===== src/rtl/serial_add_ctrl.sv =====
`default_nettype none
// +----------------------------------------------------------------------+
// | Module   : serial_add_ctrl (with helper cell half_adder)             |
// | Purpose  : Bit-serial WIDTH-bit adder. A single full-adder slice,    |
// |            built from two half_adder cells and an OR, is stepped     |
// |            LSB-first over WIDTH cycles under a start/busy/done       |
// |            handshake.                                                |
// | Revision : 1.0 - initial release                                     |
// +----------------------------------------------------------------------+

// Single-bit half adder cell reused by the serial datapath.
module half_adder (
    input  logic a,
    input  logic b,
    output logic sum,
    output logic carry
);
    assign sum   = a ^ b;
    assign carry = a & b;
endmodule

module serial_add_ctrl #(
    parameter int WIDTH = 8
) (
    input  logic             clk,
    input  logic             rst,
    input  logic             start,
    input  logic [WIDTH-1:0] a,
    input  logic [WIDTH-1:0] b,
    output logic             busy,
    output logic             done,
    output logic [WIDTH-1:0] sum,
    output logic             carry
);

    // Counter is at least one bit wide so WIDTH=1 still has a legal vector.
    localparam int             c_cnt_w = (WIDTH > 1) ? $clog2(WIDTH) : 1;
    localparam logic [c_cnt_w-1:0] c_last = c_cnt_w'(WIDTH - 1);

    typedef enum logic [1:0] {
        S_IDLE = 2'd0,
        S_RUN  = 2'd1,
        S_DONE = 2'd2
    } state_t;

    state_t             r_state;
    logic [WIDTH-1:0]   r_a;
    logic [WIDTH-1:0]   r_b;
    logic [WIDTH-1:0]   r_res;
    logic               r_cin;
    logic [c_cnt_w-1:0] r_cnt;

    logic               w_ha0_sum;
    logic               w_ha0_carry;
    logic               w_ha1_sum;
    logic               w_ha1_carry;
    logic               w_s;
    logic               w_cout;
    logic [WIDTH-1:0]   w_res_next;

    // Full-adder slice: operand LSBs first, then fold in the running carry.
    half_adder u_ha0 (
        .a     (r_a[0]),
        .b     (r_b[0]),
        .sum   (w_ha0_sum),
        .carry (w_ha0_carry)
    );

    half_adder u_ha1 (
        .a     (w_ha0_sum),
        .b     (r_cin),
        .sum   (w_ha1_sum),
        .carry (w_ha1_carry)
    );

    assign w_s    = w_ha1_sum;
    assign w_cout = w_ha0_carry | w_ha1_carry;

    // Result bits enter at the MSB and drift down; after WIDTH shifts the
    // first (LSB) bit computed lands in position 0.
    generate
        if (WIDTH > 1) begin : g_wide
            assign w_res_next = {w_s, r_res[WIDTH-1:1]};
        end else begin : g_narrow
            assign w_res_next = w_s;
        end
    endgenerate

    // Control FSM, operand/result shift registers and registered outputs.
    always_ff @(posedge clk) begin
        if (rst) begin
            r_state <= S_IDLE;
            r_a     <= '0;
            r_b     <= '0;
            r_res   <= '0;
            r_cin   <= 1'b0;
            r_cnt   <= '0;
            busy    <= 1'b0;
            done    <= 1'b0;
            sum     <= '0;
            carry   <= 1'b0;
        end else begin
            case (r_state)
                S_IDLE: begin
                    done <= 1'b0;
                    if (start) begin
                        r_a     <= a;
                        r_b     <= b;
                        r_cin   <= 1'b0;
                        r_cnt   <= '0;
                        busy    <= 1'b1;
                        r_state <= S_RUN;
                    end
                end
                S_RUN: begin
                    r_a   <= r_a >> 1;
                    r_b   <= r_b >> 1;
                    r_res <= w_res_next;
                    r_cin <= w_cout;
                    if (r_cnt == c_last) begin
                        // Last bit: publish the full result and carry-out.
                        sum     <= w_res_next;
                        carry   <= w_cout;
                        done    <= 1'b1;
                        r_state <= S_DONE;
                    end else begin
                        r_cnt <= r_cnt + 1'b1;
                    end
                end
                S_DONE: begin
                    // Single-cycle done; start is not looked at here.
                    done    <= 1'b0;
                    busy    <= 1'b0;
                    r_state <= S_IDLE;
                end
                default: begin
                    done    <= 1'b0;
                    busy    <= 1'b0;
                    r_state <= S_IDLE;
                end
            endcase
        end
    end

endmodule
`default_nettype wire


===== config.mk =====
export PLATFORM = sky130hd
export DESIGN_NAME = serial_add_ctrl
export DESIGN_NICKNAME = d
export VERILOG_FILES = /design/src/rtl/serial_add_ctrl.sv
export SDC_FILE = /design/constraint.sdc
export NUM_CORES = 1
export LEC_CHECK = 0
export BUFFER_PORTS_ARGS = -buffer_cell sky130_fd_sc_hd__buf_2
export CAP_MARGIN = 20
export CORE_ASPECT_RATIO = 0.7
export CORE_UTILIZATION = 58
export CTS_CLUSTER_SIZE = 8
export DETAILED_ROUTE_END_ITERATION = 6
export HOLD_SLACK_MARGIN = 0.15
export PLACE_DENSITY = 0.91
export SLEW_MARGIN = 10
export SYNTH_ARGS = -nofsm -noshare
export SYNTH_HDL_FRONTEND = slang
export SYNTH_SLANG_ARGS = --single-unit

===== constraint.sdc =====
create_clock -name clk -period 2.4 [get_ports clk]
set_input_delay 0.48 -clock clk [delete_from_list [all_inputs] [get_ports clk]]
set_output_delay 0.48 -clock clk [all_outputs]
set_load 0.005 [all_outputs]

==> impl_metrics.json <==
{
  "outcome": "finished, final reports clean",
  "worst_skew_pair.late_latency_ps": 300,
  "clock_skew_ps": 9.70,
  "avgViaCountPerCell": 6.12,
  "clock_sinks": 40,
  "min_path_type": "input pin to register",
  "tightestPinTransition_ps": 686,
  "ctsRootBufferMaster": "clkbuf_8",
  "drv_slew": 0,
  "cp.buffers_inverters": 0,
  "timing.critical_path.to_type": "register",
  "design.final.nets": 240,
  "core_region_area_sq_mm": 0.00259,
  "via_count_of_the_first_global_routing_pass": 1330,
  "final-setup-viol-count": 0,
  "cpPeakStageDelay_ps": 400,
  "netlist_area_sq_mm": 0.00167,
  "cp_slowest_cell": "dfxtp_1",
  "yosys_warnings": 0,
  "top_level_ports": 30,
  "dieWidth_microns": 66.1,
  "post-cts-setup-buffers": 0,
  "yosysTopAreaCell": "dfxtp_1",
  "max_cap_violations": 0,
  "crit_top_cell": "ha_1",
  "ir_worst_vdd_v": 0.000404,
  "grt_first_pass_wirelength_microns": 6350,
  "detail_route.wl_per_cell_microns": 15.9,
  "rsz0062_at_grt": "false",
  "crit_path_cell_trace": "ha_1 -> ha_1 -> nand3b_1 -> nand2_1 -> a21oi_1",
  "vias": 1543,
  "n_antenna_cell": 0,
  "totalWireLength_microns": 4000,
  "power_per_cell_area_mw_per_mm2": 828,
  "post-route-period-util_pct": 74.0,
  "yosys-top-cells-area": "dfxtp_1 48%, a211oi_1 7.2%, nor2_1 7.0%",
  "cp.required_ps": 2540,
  "gp_congestion": 0.772,
  "fin_crit_ps": 1780,
  "antenna_found_initial": 0,
  "ctsLongestPathBuffers": 2,
  "tns_ps": 0,
  "holdBufCountCts": 0,
  "synth_top_cell_area_share_pct": 48.0,
  "ant_nets": 0,
  "synth_fp_nets": 217,
  "p_total_mw": 1.61,
  "floorplan.rows": 15,
  "die-height_microns": 46.9,
  "clock.fmax_mhz": 563,
  "port_buffers": 29,
  "timing.critical_path.fanout_max": 11,
  "leakage_power_nw": 0.775,
  "layout-area-overhead-vs-synth_pct": 16.7,
  "drtIter0Drc": 124,
  "initial_core_util_pct": 64.4,
  "post_synthesis_cells": 194,
  "floorplan.die_area_sq_mm": 0.00310,
  "cts_made_buffers": 5,
  "yosys.cell_types.count": 27,
  "relSlewSlack_pct": 54.3,
  "globalRouteTotalUtil_pct": 28.7,
  "setup.worst_path.class": "register to register",
  "syn_area_per_cell_sq_um": 8.60,
  "timing.hold.ws_ps": 422,
  "drcViolationCount": 0,
  "crit_family": "adder cells",
  "worstSetupStartpointType": "register",
  "synth_seq_area_share_pct": 48.0,
  "clock_tree_from_tritoncts": "yes",
  "dr.pass1.iters": 7,
  "clkTransAtPathRegs_ps": 80,
  "grt-ovfl-total": 0,
  "cts_max_level": 2,
  "hpwl_microns": 2490,
  "cts.repair.resized": 0,
  "layout-drive-gt1-share_pct": 18.8,
  "final-hold-violation-count": 0,
  "cp_data_arrival_time_ps": 1920,
  "largest_net_degree_at_the_start_of_global_routing": 41,
  "synth-seq-cells": 40
}
[through the flow]
step                util (%)  std cells  setup WS [ps]  instance area (sq um)
floorplan                  -        194           1170                   1670
global route            75.2        252            491                   1950
CTS                     75.2        252            649                   1950
finish                  75.2        252            625                   1950
detailed placement      69.0        244            699                   1790
global placement        69.0        244            841                   1790
[layout make-up]
| type | instances | area (sq um) |
|---|---|---|
| Sequential cell | 40 | 801 |
| Multi-Input combinational cell | 136 | 773 |
| Fill cell | 185 | 643 |
| Timing Repair Buffer | 31 | 160 |
| Clock inverter | 3 | 90.1 |
| Clock buffer | 5 | 68.8 |
| Tap cell | 34 | 42.5 |
| Inverter | 3 | 11.3 |
[synthesized netlist by cell type]
master / n
dfxtp_1: 40
nand2b_1: 2
buf_4: 4
inv_1: 3
nand3_1: 11
o2bb2ai_1: 11
a31oi_1: 2
nor2b_1: 1
buf_6: 1
buf_1: 1
clkbuf_1: 6
nor4_1: 2
nand2_1: 25
fa_1: 1
nor4b_1: 1
ha_1: 3
o22ai_1: 4
a211oi_1: 16
a22oi_1: 3
buf_2: 3
nor3_1: 1
nor2_1: 31
o21ba_2: 1
o21bai_2: 1
nand3b_1: 1
a21oi_1: 17
nor3b_1: 2
[where the power goes]
group	switching [mW]	internal, mW	total [mW]	leakage (nW)
Combinational	0.0805	0.0548	0.135	0.370
Sequential	0.0216	0.694	0.716	0.327
Clock	0.241	0.520	0.761	0.0784
[metal layers]
| metal | GRT usage [%] | wire length (microns) |
|---|---|---|
| met4 | 10.6 | 47 |
| met1 | 36.9 | 1720 |
| met3 | 7.77 | 331 |
| met5 | 0 | 0 |
| met2 | 47.6 | 1900 |
[placed cells by master, fill, tap and decap left out]
cell type	instances
a211oi_1	16
a21oi_1	17
a22oi_1	3
a31oi_1	2
buf_2	29
buf_4	2
bufinv_16	3
clkbuf_8	5
dfxtp_1	40
fa_1	1
ha_1	3
inv_1	3
nand2_1	25
nand2b_1	2
nand3_1	11
nand3b_1	1
nor2_1	31
nor2b_1	1
nor3_1	1
nor3b_1	2
nor4_1	2
nor4b_1	1
o21ba_2	1
o21bai_2	1
o22ai_1	4
o2bb2ai_1	11
[worst register-to-register path: cells and delay by family (launching register included)]
| kind | cells | cell delay (ps) |
|---|---|---|
| flip-flops | 1 | 400 |
| AND/OR/NAND/NOR | 2 | 530 |
| AO/OA/AOI/OAI | 1 | 90 |
| adder cells (fa/ha/maj) | 2 | 610 |
[path summary, 6_finish.rpt]
path | from | end | slack, ps | cells past startpoint
setup / recovery | r_cnt[0] | sum[5] | 620 | 5
hold / removal | a[7] | r_a[7] | 420 | 3
setup reg to reg | r_cnt[0] | sum[5] | 620 | 5
hold reg to reg | busy | busy | 460 | 2
[kinds of logic after synthesis]
group           after synthesis  share of synthesized area, %
simple gates                 77                          20.0
compound gates               55                          23.0
flops                        40                          48.0
buf+inv                      18                          5.63
fa+ha+maj                     4                          3.45
[state kept, by name, summed over array words and instances (netlist names)]
signal,cells
r_a,8
r_b,8
sum,8
r_res,7
r_cnt,3
r_state,2
busy,1
carry,1
done,1
r_cin,1
Power figures use the tool's default switching activity.
